File: config.mk
export PLATFORM = sky130hd
export DESIGN_NAME = sensor_test_gen
export DESIGN_NICKNAME = d
export VERILOG_FILES = /design/src/rtl/sensor_test_pkg.sv /design/src/rtl/sensor_test_chan.sv /design/src/rtl/sensor_test_gen.sv
export SDC_FILE = /design/constraint.sdc
export NUM_CORES = 1
export LEC_CHECK = 0
export BUFFER_PORTS_ARGS = -buffer_cell sky130_fd_sc_hd__buf_2
export CORE_MARGIN = 2
export CORE_UTILIZATION = 30
export DETAILED_ROUTE_END_ITERATION = 10
export GPL_TIMING_DRIVEN = 0
export PLACE_DENSITY = 0.47
export RECOVER_POWER = 50
export SLEW_MARGIN = 20
export SYNTH_ARGS = -nofsm -noshare
export SYNTH_HDL_FRONTEND = slang
export SYNTH_SLANG_ARGS = --single-unit
File: constraint.sdc
create_clock -name CLK -period 6.1 [get_ports CLK]
set_input_delay 1.525 -clock CLK [delete_from_list [all_inputs] [get_ports CLK]]
set_output_delay 1.525 -clock CLK [all_outputs]
set_load 0.05 [all_outputs]
File: src/rtl/sensor_test_pkg.sv
// Shared mode encodings, LFSR taps and default identity constants for the sensor test generator.
package sensor_test_pkg;

  localparam logic [1:0] MODE_RAMP = 2'd0;
  localparam logic [1:0] MODE_TRI  = 2'd1;
  localparam logic [1:0] MODE_HOLD = 2'd2;
  localparam logic [1:0] MODE_LFSR = 2'd3;

  localparam logic [15:0] LFSR_TAPS         = 16'hB400;
  localparam logic [7:0]  DEFAULT_ID_BYTE   = 8'h4D;
  localparam int          DEFAULT_SEED_STEP = 50;

  // Galois right shift; an all-zero state would lock up, so it restarts from 1 first.
  function automatic logic [15:0] lfsr_step(input logic [15:0] state);
    logic [15:0] seeded;
    seeded = (state == 16'd0) ? 16'd1 : state;
    return seeded[0] ? ((seeded >> 1) ^ LFSR_TAPS) : (seeded >> 1);
  endfunction

endpackage

File: src/rtl/sensor_test_chan.sv
// One test-pattern channel: value, triangle direction and the per-mode step.
// MODE=3 is an LFSR only when SENSOR_TEST_GEN_LFSR_EN is defined, otherwise it holds.
module sensor_test_chan
  import sensor_test_pkg::*;
#(
  parameter int              CH_W      = 16,
  parameter int unsigned     TRI_MAX   = 65535,
  parameter logic [CH_W-1:0] RESET_VAL = '0
) (
  input  logic            CLK,
  input  logic            RESET,
  input  logic            SAMPLE_TICK,
  input  logic [1:0]      MODE,
  output logic [CH_W-1:0] NEXT_VALUE
);

  localparam logic [CH_W:0] TRI_TOP = (CH_W+1)'(TRI_MAX);

  logic [CH_W-1:0] value;
  logic            dir_up;
  logic            in_tri;
  logic            eff_up;
  logic            next_dir_up;

`ifdef SENSOR_TEST_GEN_LFSR_EN
  if (CH_W != 16) begin : g_lfsr_width_check
    $error("sensor_test_chan: LFSR mode requires CH_W == 16");
  end
`endif

  always_comb begin
    NEXT_VALUE  = value;
    next_dir_up = dir_up;
    // A tick that enters triangle mode from another mode always starts climbing.
    eff_up      = in_tri ? dir_up : 1'b1;
    case (MODE)
      MODE_RAMP: NEXT_VALUE = value + CH_W'(1);
      MODE_TRI: begin
        next_dir_up = eff_up;
        if (eff_up) begin
          if (({1'b0, value} + (CH_W+1)'(1)) >= TRI_TOP) begin
            NEXT_VALUE  = TRI_TOP[CH_W-1:0];
            next_dir_up = 1'b0;
          end else begin
            NEXT_VALUE = value + CH_W'(1);
          end
        end else begin
          if (value <= CH_W'(1)) begin
            NEXT_VALUE  = '0;
            next_dir_up = 1'b1;
          end else begin
            NEXT_VALUE = value - CH_W'(1);
          end
        end
      end
      MODE_HOLD: NEXT_VALUE = value;
`ifdef SENSOR_TEST_GEN_LFSR_EN
      MODE_LFSR: NEXT_VALUE = CH_W'(lfsr_step(16'(value)));
`else
      MODE_LFSR: NEXT_VALUE = value;
`endif
      default:   NEXT_VALUE = value;
    endcase
  end

  always_ff @(posedge CLK or negedge RESET) begin
    if (!RESET) begin
      value  <= RESET_VAL;
      dir_up <= 1'b1;
      in_tri <= 1'b0;
    end else if (SAMPLE_TICK) begin
      value  <= NEXT_VALUE;
      dir_up <= next_dir_up;
      in_tri <= (MODE == MODE_TRI);
    end
  end

endmodule

File: src/rtl/sensor_test_gen.sv
// Multi-channel sensor test-pattern generator with a valid/ack packet register and overrun counter.
// Optional LFSR pattern for MODE=3 is enabled by defining SENSOR_TEST_GEN_LFSR_EN.
module sensor_test_gen
  import sensor_test_pkg::*;
#(
  parameter logic [7:0]  ID_BYTE   = DEFAULT_ID_BYTE,
  parameter int          NUM_CH    = 3,
  parameter int          CH_W      = 16,
  parameter int          TS_W      = 24,
  parameter int          SEED_STEP = DEFAULT_SEED_STEP,
  parameter int unsigned TRI_MAX   = 2**CH_W - 1
) (
  input  logic                         CLK,
  input  logic                         RESET,
  input  logic                         SAMPLE_TICK,
  input  logic [1:0]                   MODE,
  input  logic [TS_W-1:0]              TIMESTAMP,
  output logic [NUM_CH*CH_W+TS_W+7:0]  DATA,
  output logic                         DATA_VALID,
  input  logic                         DATA_ACK,
  output logic [7:0]                   OVERRUN_CNT
);

  if (NUM_CH < 1 || NUM_CH > 4 || CH_W < 8 || CH_W > 16) begin : g_param_check
    $error("sensor_test_gen: NUM_CH must be 1..4 and CH_W 8..16");
  end

  logic [NUM_CH*CH_W-1:0]        chan_next;
  logic [NUM_CH*CH_W+TS_W+7:0]   packet;

  for (genvar k = 0; k < NUM_CH; k++) begin : g_chan
    sensor_test_chan #(
      .CH_W      (CH_W),
      .TRI_MAX   (TRI_MAX),
      .RESET_VAL (CH_W'(k * SEED_STEP))
    ) u_chan (
      .CLK         (CLK),
      .RESET       (RESET),
      .SAMPLE_TICK (SAMPLE_TICK),
      .MODE        (MODE),
      .NEXT_VALUE  (chan_next[k*CH_W +: CH_W])
    );
  end

  assign packet = {chan_next, TIMESTAMP, ID_BYTE};

  // The packet is built from the post-step channel values so it lands on the tick edge itself.
  always_ff @(posedge CLK or negedge RESET) begin
    if (!RESET) begin
      DATA        <= '0;
      DATA_VALID  <= 1'b0;
      OVERRUN_CNT <= 8'd0;
    end else if (SAMPLE_TICK) begin
      if (!DATA_VALID || DATA_ACK) begin
        DATA       <= packet;
        DATA_VALID <= 1'b1;
      end else if (OVERRUN_CNT != 8'hFF) begin
        OVERRUN_CNT <= OVERRUN_CNT + 8'd1;
      end
    end else if (DATA_VALID && DATA_ACK) begin
      DATA_VALID <= 1'b0;
    end
  end

endmodule

; ---- After elaboration in Yosys (flattened, before gate mapping)
; Index checks and enable logic that the tools add are counted.
[word_totals]
reg_bits = 137
inputBits = 30
wordCells = 69
[classes]
add_sub_neg = 10
n_lt_le_gt_ge = 6
eq_ne = 5
mux = 27
n_bitwise = 1
n_reduce_logical = 10
[ops]
columns = cell, n
row1 = $mux 16, 9
row2 = $pmux 16 s3, 3
row3 = $add 16x1->17 const B, 3
row4 = $ge 17x16->1 const B, 3
row5 = $add 16x1->16 const B, 3
row6 = $le 16x1->1 const B, 3
row7 = $sub 16x1->16 const B, 3
row8 = $mux 1, 15
row9 = $add 8x1->8 const B, 1
row10 = $ne 8x8->1 const B, 1
row11 = $reduce_and 2->1, 3
row12 = $eq 2x2->1 const B, 2
row13 = $reduce_and 3->1, 1
row14 = $eq 2x1->1 const B, 1
row15 = $logic_not 2->1, 1
row16 = $ne 2x1->1 const B, 1
row17 = $reduce_bool 2->1, 1
row18 = $reduce_or 2->1, 1
row19 = $logic_and 1x1->1, 1
row20 = $logic_not 1->1, 1
row21 = $logic_or 1x1->1, 1
row22 = $not 1->1, 1

; ---- Logic depth before layout (Yosys ltp)
[depth]
word_depth = 5
depth_mapped = 10
depth_no_buf = 9

; ---- Modules after synthesis
; A second synthesis with hierarchy kept.
[hier_totals]
cells_unflattened = 1219
area_unflattened_um2 = 10702.8
[modules_own_cells]
columns = mod, instances, cells_per_inst, area_each_um2, seq_area_each_um2
row1 = sensor_test_chan (g_chan[1].u_chan ...), 2, 340, 2484.9, 455.4
row2 = sensor_test_gen, 1, 199, 3251.9, 2052.0
row3 = sensor_test_chan (g_chan[0].u_chan), 1, 340, 2481.1, 451.7

; ---- Worst setup path before layout
; OpenSTA, ideal clock, no wires.
[synth_timing]
path_kind = in2reg
start = input MODE[0]
end = register g_chan[2].u_chan.value[10]
setup_ns = 0.122
t_arrival_ns = 2.816
t_required_ns = 5.978
path_slack_ns = 3.162
cell_stages = 6
n_path_buf = 3
cell_sequence = clkbuf_1 -> or2_2 -> clkbuf_1 -> buf_1 -> nand2_1 -> a32o_1
[synth_between]
elab_chain_cells = 3
elab_cells_between_ends = 6
classes_between = eq/ne: 3 / mux: 1 / reduce/logical: 2
[synth_lines]
columns = item, line_no
row1 = "start, declared", sensor_test_gen.sv:16  ; input logic [1:0] MODE,
row2 = $eq 2x2->1, sensor_test_chan.sv:36  ; case (MODE)
row3 = $reduce_or 2->1 (no line), n/a
row4 = $pmux 16 s3 (*), sensor_test_chan.sv:36
row5 = "end signal, assigned", sensor_test_chan.sv:68  ; value <= RESET_VAL;
row6 = "end signal, assigned", sensor_test_chan.sv:72  ; value <= NEXT_VALUE;
row7 = "end, declared", sensor_test_chan.sv:19  ; logic [CH_W-1:0] value;
; Mark *: on every way between the ends. The rest lies on a longest branch, timed or not.
; A chain may end at the register's enable or synchronous reset.

; ---- Final worst setup path
[layout_timing]
start = input MODE[1]
end = register g_chan[2].u_chan.value[1]
; The elaborated chain is that of the path after synthesis.

==> results.toml <==
[floorplan]
die_w_um = 180
start_util_pct = 30.4
die_area_um2 = 32300
fp.coreArea_um2 = 30500
rows = 64
pin_count = 119
fp.dieH_um = 180

[global_routing]
busiest_layer = "met2"
grt_pass1_wl_um = 55500
antenna_found_initial = 0
grt_pass1_vias = 8821
grt_overflow = 0
track_usage_pct = 22.4
grt_max_degree = 94
use_met1_pct = 31.2
grt.met2_usage_pct = 34.8
use_met3_pct = 3.87

[placed_design]
pre_cts_ws_ns = 1.72
dp_hpwl_um = 25500
numPortBuffers = 114
place_congestion = 0.915

[worst_setup_path]
reg2reg_slack_ns = 2.94
worstSetupEndpointType = "flip-flop"
r2r-start = "g_chan[2].u_chan.value[0]"
start_kind = "primary input"
arrival_ns = 4.32
r2r_end = "DATA[72]"
cp_max_fo = 10
crit_type = "in2reg"
critPathRequiredTime_ns = 6.38
r2r_cells = 7

[synthesis]
synth_cells = 1125
synth_warnings = 0
ys_async_sr_fraction_pct = 100
synth_seq_cells = 134
synthFlopType = "dfrtp_1"
syn_area_um2 = 9260
synth-edff-count = 0
ys_seq_area_share_pct = 36.3
yosysTopAreaCellShare_pct = 33.8
synth_cell_types = 91
synth_largest_area_cell = "dfrtp_1"
synthTopCellsByArea = "dfrtp_1 (34%), nand2_1 (7.9%), nor2_1 (4.0%)"
synth.avg_cell_area_um2 = 8.23

[sta]
finalHoldViolCount = 0
fmax_mhz = 248
whs_ns = 0.468
layout_setup_ws_ns = 2.07
fin_crit_ns = 4.03
fin_setup_tns_ns = 0
fin_crit_sh_pct = 66.1
maxSlewViolCount = 42
finalClockSkew_ns = 0.00974
setup_viol = 0
worst_pin_slew_ns = 2.56
rsz0062_at_grt = "false"
slew-limit-headroom_pct = -70.9

[route]
vias_per_cell = 5.48
wire_per_inst_um = 21.7
remaining_drc_errors = 0
routed_wl_um = 36200
ant_nets = 0
num_vias = 9163
drtIter0Drc = 791
firstDrtPassIters = 5

[clock_tree]
clk_latency_ns = 0.44
cts_inserted_buffers = 17
cts_resized = 0
cts_tree = "yes"
postCtsSetupRepairBufs = 0
clk_path_buf_depth = 2
cts.sinks = 134
root_buffer = "clkbuf_16"
postCtsHoldBufs = 0
cts_max_level = 4
cts.clk_slew.worst_paths_ns = 0.07

[min_path]
min_from = "DATA[18]"
hold_end = "DATA[18]"
hold_class = "reg2reg"
hold_path_depth = 2

[status]
violations = "capacitance limit, slew limit"
status = "complete, but fails checks"

[layout]
layout-drive-gt1-share_pct = 16.0
final_nets = 1305
final_common_cell = "nand2_1"
n_antenna_cell = 0
syn2layout_area_growth_pct = 18.8
layout_common_cells = "nand2_1 (195), dfrtp_1 (125), nor2_1 (98), buf_2 (97), clkbuf_1 (92)"

[job]
maxCapViolCount = 1

[power]
powerDensity_nw_per_um2 = 381
p_total_w = 0.00419
ir_worst_vdd_uv = 201
total_leakage_power_nw = 4.48
==> Yosys cell counts (all sizes together), types with 13 or more instances <==
library cell  number
o21ai             64
buf               51
nand3             41
o31ai             20
xnor2             41
clkbuf            50
nor3              23
ha                13
nor2              98
a22o              16
xor2              23
a21oi             62
nand2            196
dfrtp            125
nand4             22
inv               19
a31oi             32
nor4              23
==> layout make-up <==
cell class | count | area, um^2
timing repair buffer | 115 | 544
inverter | 19 | 71.3
sequential | 134 | 3360
fill | 3282 | 19500
clock buffer | 20 | 467
clock inverter | 12 | 223
multi-input combinational | 874 | 5350
tap | 396 | 495
buffer | 101 | 484
==> metal layers <==
layer | up-vias | share of wire, %
li1 | 4327 | -
met1 | 4478 | 46
met2 | 295 | 45
met3 | 63 | 5.5
met4 | 0 | 3.1
met5 | - | 0
==> metrics by stage <==
stage	cell area [um^2]	util [%]	instances
after floorplan	9270	-	1128
after global placement	10300	33.9	1638
after detailed placement	10400	34.0	1639
after CTS	11100	36.3	1671
after global routing	11000	36.1	1671
final	11000	36.1	1671
==> cell families after synthesis <==
kind of cell	Yosys count	share of synthesized area, %
XOR/XNOR	64	6.05
AND/OR/NAND/NOR	482	25.9
multiplexers	11	1.30
other	1	0.0405
AO/OA/AOI/OAI	300	22.6
adder cells (fa/ha/maj)	13	1.76
flip-flops	134	36.3
buffers and inverters	120	6.00
==> state kept, by name (all words and copies together) (netlist names) <==
name and cells:
DATA 73, DATA_VALID 1, OVERRUN_CNT 8, g_chan.u_chan.dir_up 3, g_chan.u_chan.in_tri 1, g_chan.u_chan.value 48
==> worst max-delay path: stages <==
cell      delay, ns
buf_2          0.22
clkbuf_1       0.54
clkbuf_1       0.70
clkbuf_1       0.71
o21ai_0        0.20
a31oi_1        0.29
a21oi_1        0.11
==> power by group <==
group | switching, W | total (W) | internal, W
logic | 0.00121 | 0.00172 | 0.000505
registers | 0.000161 | 0.00125 | 0.00109
clock network | 0.000425 | 0.00122 | 0.000799
total | 0.00180 | 0.00419 | 0.00240
==> how the worst max path moves through the flow <==
stage | startpoint | to | cells past startpoint
2_1_floorplan | MODE[0] | g_chan[2].u_chan.value[10] | 6
3_3_place_gp | RESET | DATA[11] | 1
3_5_place_dp | MODE[1] | g_chan[2].u_chan.value[1] | 7
4_1_cts | MODE[1] | g_chan[2].u_chan.value[1] | 7
5_1_grt | MODE[1] | g_chan[2].u_chan.value[1] | 7
6_report | MODE[1] | g_chan[2].u_chan.value[1] | 7
(Power assumes the default switching activity.)
